--- src/rtl/cp0_pkg.sv ---
// Shared definitions for the P7 coprocessor-0: register numbers, exception
// codes and the bit positions of the SR/Cause fields.
package cp0_pkg;

    localparam logic [4:0] CP0_SR    = 5'd12;
    localparam logic [4:0] CP0_CAUSE = 5'd13;
    localparam logic [4:0] CP0_EPC   = 5'd14;
    localparam logic [4:0] CP0_PRID  = 5'd15;

    localparam logic [4:0] EXC_INT  = 5'd0;
    localparam logic [4:0] EXC_ADEL = 5'd4;
    localparam logic [4:0] EXC_ADES = 5'd5;
    localparam logic [4:0] EXC_RI   = 5'd10;
    localparam logic [4:0] EXC_OV   = 5'd12;

    localparam int IM_LSB       = 10;
    localparam int EXL_BIT      = 1;
    localparam int IE_BIT       = 0;
    localparam int BD_BIT       = 31;
    localparam int IP_LSB       = 10;
    localparam int EXC_CODE_LSB = 2;
    localparam int EXC_CODE_W   = 5;

    // EPC always holds a word address.
    function automatic logic [31:0] word_align(input logic [31:0] w);
        return w & ~32'h0000_0003;
    endfunction

endpackage

--- src/rtl/cp0_unit.sv ---
// Coprocessor-0 of the P7 pipeline (M stage): SR/Cause/EPC/PRId storage,
// mtc0/eret execution and interrupt/exception request generation.
module cp0_unit
    import cp0_pkg::*;
#(
    parameter logic [31:0] PRID     = 32'h2020_0701,
    parameter int          HW_INT_W = 6
) (
    input  logic                clk,
    input  logic                reset,
    input  logic                we,
    input  logic [4:0]          addr,
    input  logic [31:0]         wdata,
    input  logic [31:0]         pc_m,
    input  logic                bd_m,
    input  logic [4:0]          exc_code_m,
    input  logic                eret_m,
    input  logic [HW_INT_W-1:0] hw_int,
    output logic [31:0]         rdata,
    output logic [31:0]         epc,
    output logic                int_req,
    output logic                exc_req
);

    logic [HW_INT_W-1:0]   im_q, im_d;
    logic                  exl_q, exl_d;
    logic                  ie_q, ie_d;
    logic                  bd_q, bd_d;
    logic [HW_INT_W-1:0]   ip_q, ip_d;
    logic [EXC_CODE_W-1:0] exc_code_q, exc_code_d;
    logic [31:0]           epc_q, epc_d;

    logic [31:0] sr_s;
    logic [31:0] cause_s;
    logic [31:0] epc_target_s;
    logic        take_s;

    // Requests: interrupts win over exceptions, and nothing nests while EXL is set.
    always_comb begin
        int_req = ie_q & ~exl_q & (|(hw_int & im_q));
        exc_req = ~exl_q & (exc_code_m != 5'd0) & ~int_req;
        take_s  = int_req | exc_req;
    end

    // Restart address: a delay-slot instruction resumes at its branch.
    always_comb begin
        if (bd_m) begin
            epc_target_s = word_align(pc_m - 32'd4);
        end else begin
            epc_target_s = word_align(pc_m);
        end
    end

    // Register views assembled from the stored fields.
    always_comb begin
        sr_s                               = 32'd0;
        sr_s[IM_LSB +: HW_INT_W]           = im_q;
        sr_s[EXL_BIT]                      = exl_q;
        sr_s[IE_BIT]                       = ie_q;
        cause_s                            = 32'd0;
        cause_s[BD_BIT]                    = bd_q;
        cause_s[IP_LSB +: HW_INT_W]        = ip_q;
        cause_s[EXC_CODE_LSB +: EXC_CODE_W] = exc_code_q;
    end

    // mfc0 read mux; shows pre-write values during a same-cycle mtc0.
    always_comb begin
        case (addr)
            CP0_SR:    rdata = sr_s;
            CP0_CAUSE: rdata = cause_s;
            CP0_EPC:   rdata = epc_q;
            CP0_PRID:  rdata = PRID;
            default:   rdata = 32'd0;
        endcase
        epc = epc_q;
    end

    // Next-state: reset, then request entry, then eret, then mtc0.
    always_comb begin
        im_d       = im_q;
        exl_d      = exl_q;
        ie_d       = ie_q;
        bd_d       = bd_q;
        ip_d       = hw_int;
        exc_code_d = exc_code_q;
        epc_d      = epc_q;
        if (reset) begin
            im_d       = {HW_INT_W{1'b0}};
            exl_d      = 1'b0;
            ie_d       = 1'b0;
            bd_d       = 1'b0;
            ip_d       = {HW_INT_W{1'b0}};
            exc_code_d = 5'd0;
            epc_d      = 32'd0;
        end else if (take_s) begin
            exl_d      = 1'b1;
            exc_code_d = int_req ? EXC_INT : exc_code_m;
            bd_d       = bd_m;
            epc_d      = epc_target_s;
        end else begin
            if (eret_m) begin
                exl_d = 1'b0;
            end else begin
                exl_d = exl_q;
            end
            if (we) begin
                case (addr)
                    CP0_SR: begin
                        im_d  = wdata[IM_LSB +: HW_INT_W];
                        ie_d  = wdata[IE_BIT];
                        exl_d = eret_m ? 1'b0 : wdata[EXL_BIT];
                    end
                    CP0_EPC: epc_d = word_align(wdata);
                    default: epc_d = epc_q;
                endcase
            end else begin
                epc_d = epc_q;
            end
        end
    end

    // State registers.
    always_ff @(posedge clk) begin
        im_q       <= im_d;
        exl_q      <= exl_d;
        ie_q       <= ie_d;
        bd_q       <= bd_d;
        ip_q       <= ip_d;
        exc_code_q <= exc_code_d;
        epc_q      <= epc_d;
    end

endmodule
--- config.mk ---
export PLATFORM = sky130hd
export DESIGN_NAME = cp0_unit
export DESIGN_NICKNAME = d
export VERILOG_FILES = /design/src/rtl/cp0_pkg.sv /design/src/rtl/cp0_unit.sv
export SDC_FILE = /design/constraint.sdc
export NUM_CORES = 1
export LEC_CHECK = 0
export CAP_MARGIN = 20
export CORE_MARGIN = 2
export CORE_UTILIZATION = 39
export DETAILED_ROUTE_END_ITERATION = 6
export PLACE_DENSITY_LB_ADDON = 0.05
export SKIP_CTS_REPAIR_TIMING = 1
export SYNTH_ARGS = -nofsm -noshare
export SYNTH_HDL_FRONTEND = slang
export SYNTH_SLANG_ARGS = --single-unit
--- constraint.sdc ---
create_clock -name clk -period 2 [get_ports clk]
set_input_delay 0.4 -clock clk [delete_from_list [all_inputs] [get_ports clk]]
set_output_delay 0.4 -clock clk [all_outputs]
set_load 0.05 [all_outputs]
==> metrics.cfg <==
[outcome]
run_status=complete, but fails checks
violations=setup timing

[global_routing]
grt_pass1_vias=4057
gr-total-overflow=0
grt_max_degree=31
grt_usage_pct=26.4
antenna_found_initial=0
grt_pass1_wl_microns=20600

[timing]
drv_slew=0
rsz0062_at_grt=true
fmax_mhz=459
tightest_slew_ns=0.701
final.min_clock_period_ns=2.18
hold_ws_ns=0.351
fin_ws_ns=-0.177
min_period_over_period_pct=109
setup_violations=10
slew_headroom_pct=53.1
finalHoldViolations=0
worst_clock_skew_ns=0.0147

[final_layout]
drive_gt1_share_pct=38.7
fillCellCount=534
area_growth_syn_to_layout_pct=102
diodes=0
multi_input_area_sq_um=2590
final_cell_area_sq_um=6900
seq_area_sq_um=1000
final_nets=741
stdcell_count=764

[route]
wl_met2_microns=7140
wl_microns=15100
drtIter0Drc=219
vias_per_cell=5.87
top_layer=met4
avgRoutedWirePerCell_microns=19.8
ant_nets=0
drt-met1-wl_microns=6680
drt_first_pass_iters=4
num_vias=4483
drc=0
dr_wl_met3_microns=1080

[min_path]
hp-class=in -> reg

[clocking]
cts.sinks=50
cts_tree=built
worstSkewPairLatency_ns=0.32
cts_buffers=5
clkTransAtPathRegs_ns=0.10
cts.path.max_buffers=2
root_buffer=clkbuf_8
htree_levels=2

[power_and_ir_drop]
combPwrFrac_pct=38.2
power_density_nw_per_um2=449
power_frac_seq_pct=37.0
vdd_ir_drop_max_mv=0.304
power.internal_w=0.00200
p_sw_w=0.00110
leakagePower_nw=2.98
p_total_w=0.00310
swShare_pct=35.4
p_clk_share_pct=24.8

[synthesis]
ys_types=58
ys_seq_area_share_pct=29.3
synth_edf_count=0
yosysMostFrequentCell=dfxtp_1
syn_area_per_cell_sq_um=8.38
synth_common_cells=50 x dfxtp_1, 45 x and3_1, 30 x nor2_1, 29 x a2111oi_0, 27 x clkbuf_1
ys_seq_elements=50
synth.top_cell.area_share_pct=29.3
postSynthCellCount=408
ys_async_sr_fraction_pct=0
synth_area_leaders=dfxtp_1 29%, and3_1 8.2%, a2111oi_0 7.4%, a311oi_1 4.4%, mux2i_1 3.5%
yosys.area.top_type=dfxtp_1
netlist_area_sq_um=3420
synth_ff_type=dfxtp_1
ys_warn_count=0

[floorplanning]
fp.dieH_microns=97.7
rows=34
fp.dieArea_sq_um=9540
ioPinCount=151
coreArea_sq_um=8590
initial_core_util_pct=39.8
fp.dieW_microns=97.7

[setup_path]
cp_max_fo=11
worstSetupEndpointType=output pin
critPathLaunchType=input pin
arrival_ns=1.78
cp.required_ns=1.60
criticalPathCategory=in -> out

[run]
cap_violations=0

[placed_design]
placed_cell_area_sq_um=6030
port_buffers=146
dp_hpwl_microns=10500
dp_cells=729
pre_cts_ws_ns=-0.639
gp_congestion=0.941

-- path summary, 6_finish.rpt --
path | startpoint | end | slack, ns | depth (start not counted)
setup / recovery | exc_code_m[0] | exc_req | -0.18 | 6
hold / removal | hw_int[3] | ip_q[3] | 0.35 | 2
setup reg to reg | im_q[4] | epc[27] | -0.07 | 7
hold reg to reg | exc_code_q[1] | exc_code_q[1] | 0.48 | 2
-- critical path, stage by stage --
cell	delay [ns]
dlymetal6s2s_1	0.14
or4_4	0.55
o21a_4	0.24
buf_12	0.15
and2_4	0.14
buf_6	0.14
-- per-stage QoR --
step / util, % / setup TNS [ns]
after floorplan: - / -0.887
after global placement: 70.2 / -24.77
after detailed placement: 70.2 / -26.18
after CTS: 71.5 / -13.50
after global routing: 80.3 / -1.40
final: 80.3 / -0.477
-- cell type report --
cell class	instances	area share, %
flip-flops and latches	50	14.5
repair buffers	275	43.9
clock buffers	5	0.997
multi-input cells	318	37.6
inverters	5	0.308
well taps	108	1.96
clock inverters	3	0.689
-- layer usage --
layer	vias up	GRT usage [%]
met5	-	0
met4	0	6.62
met3	18	5.11
met2	201	41.3
met1	2166	37.2
li1	2098	-
-- power groups by stage --
| stage | logic (W) | registers, W | clock network (W) |
|---|---|---|---|
| floorplan | 0.000309 | 0.00133 | 0 |
| global placement | 0.00104 | 0.00116 | 0 |
| detailed placement | 0.00105 | 0.00116 | 0 |
| CTS | 0.00106 | 0.00113 | 0.000765 |
| global route | 0.00123 | 0.00115 | 0.000804 |
| finish | 0.00118 | 0.00114 | 0.000769 |
-- flip-flops by register name, indices dropped and copies added (netlist names) --
signal,cells
ip_q,6
ie_q,1
epc,30
bd_q,1
im_q,6
exc_code_q,5
exl_q,1
-- cells by family (layout without fill, tap and decap cells) --
logic type	after synthesis	count (layout)	share of synthesized area, %
adders and majority gates	1	1	0.366
xor gates and xnor gates	12	12	3.07
other	1	2	0.110
and+or+nand+nor	181	182	33.0
AOI/OAI and AO/OA	109	109	25.0
muxes	12	12	3.51
DFF	50	50	29.3
buffers and inverters	42	288	5.67
-- layout by cell type, fill, tap and decap left out, types with 10 or more instances in the layout --
cell type and n:
buf_4 116, clkdlybuf4s50_1 72, dfxtp_1 48, and3_1 43
buf_12 40, dlymetal6s2s_1 31, nor2_1 16, nand3_1 16
nand2b_1 15, a2111oi_1 15, a21oi_1 13, o31ai_1 12
a311oi_1 12, a211oi_1 12, mux2i_1 11, or4_1 10
Note: power is estimated with default switching activity, not from simulation.
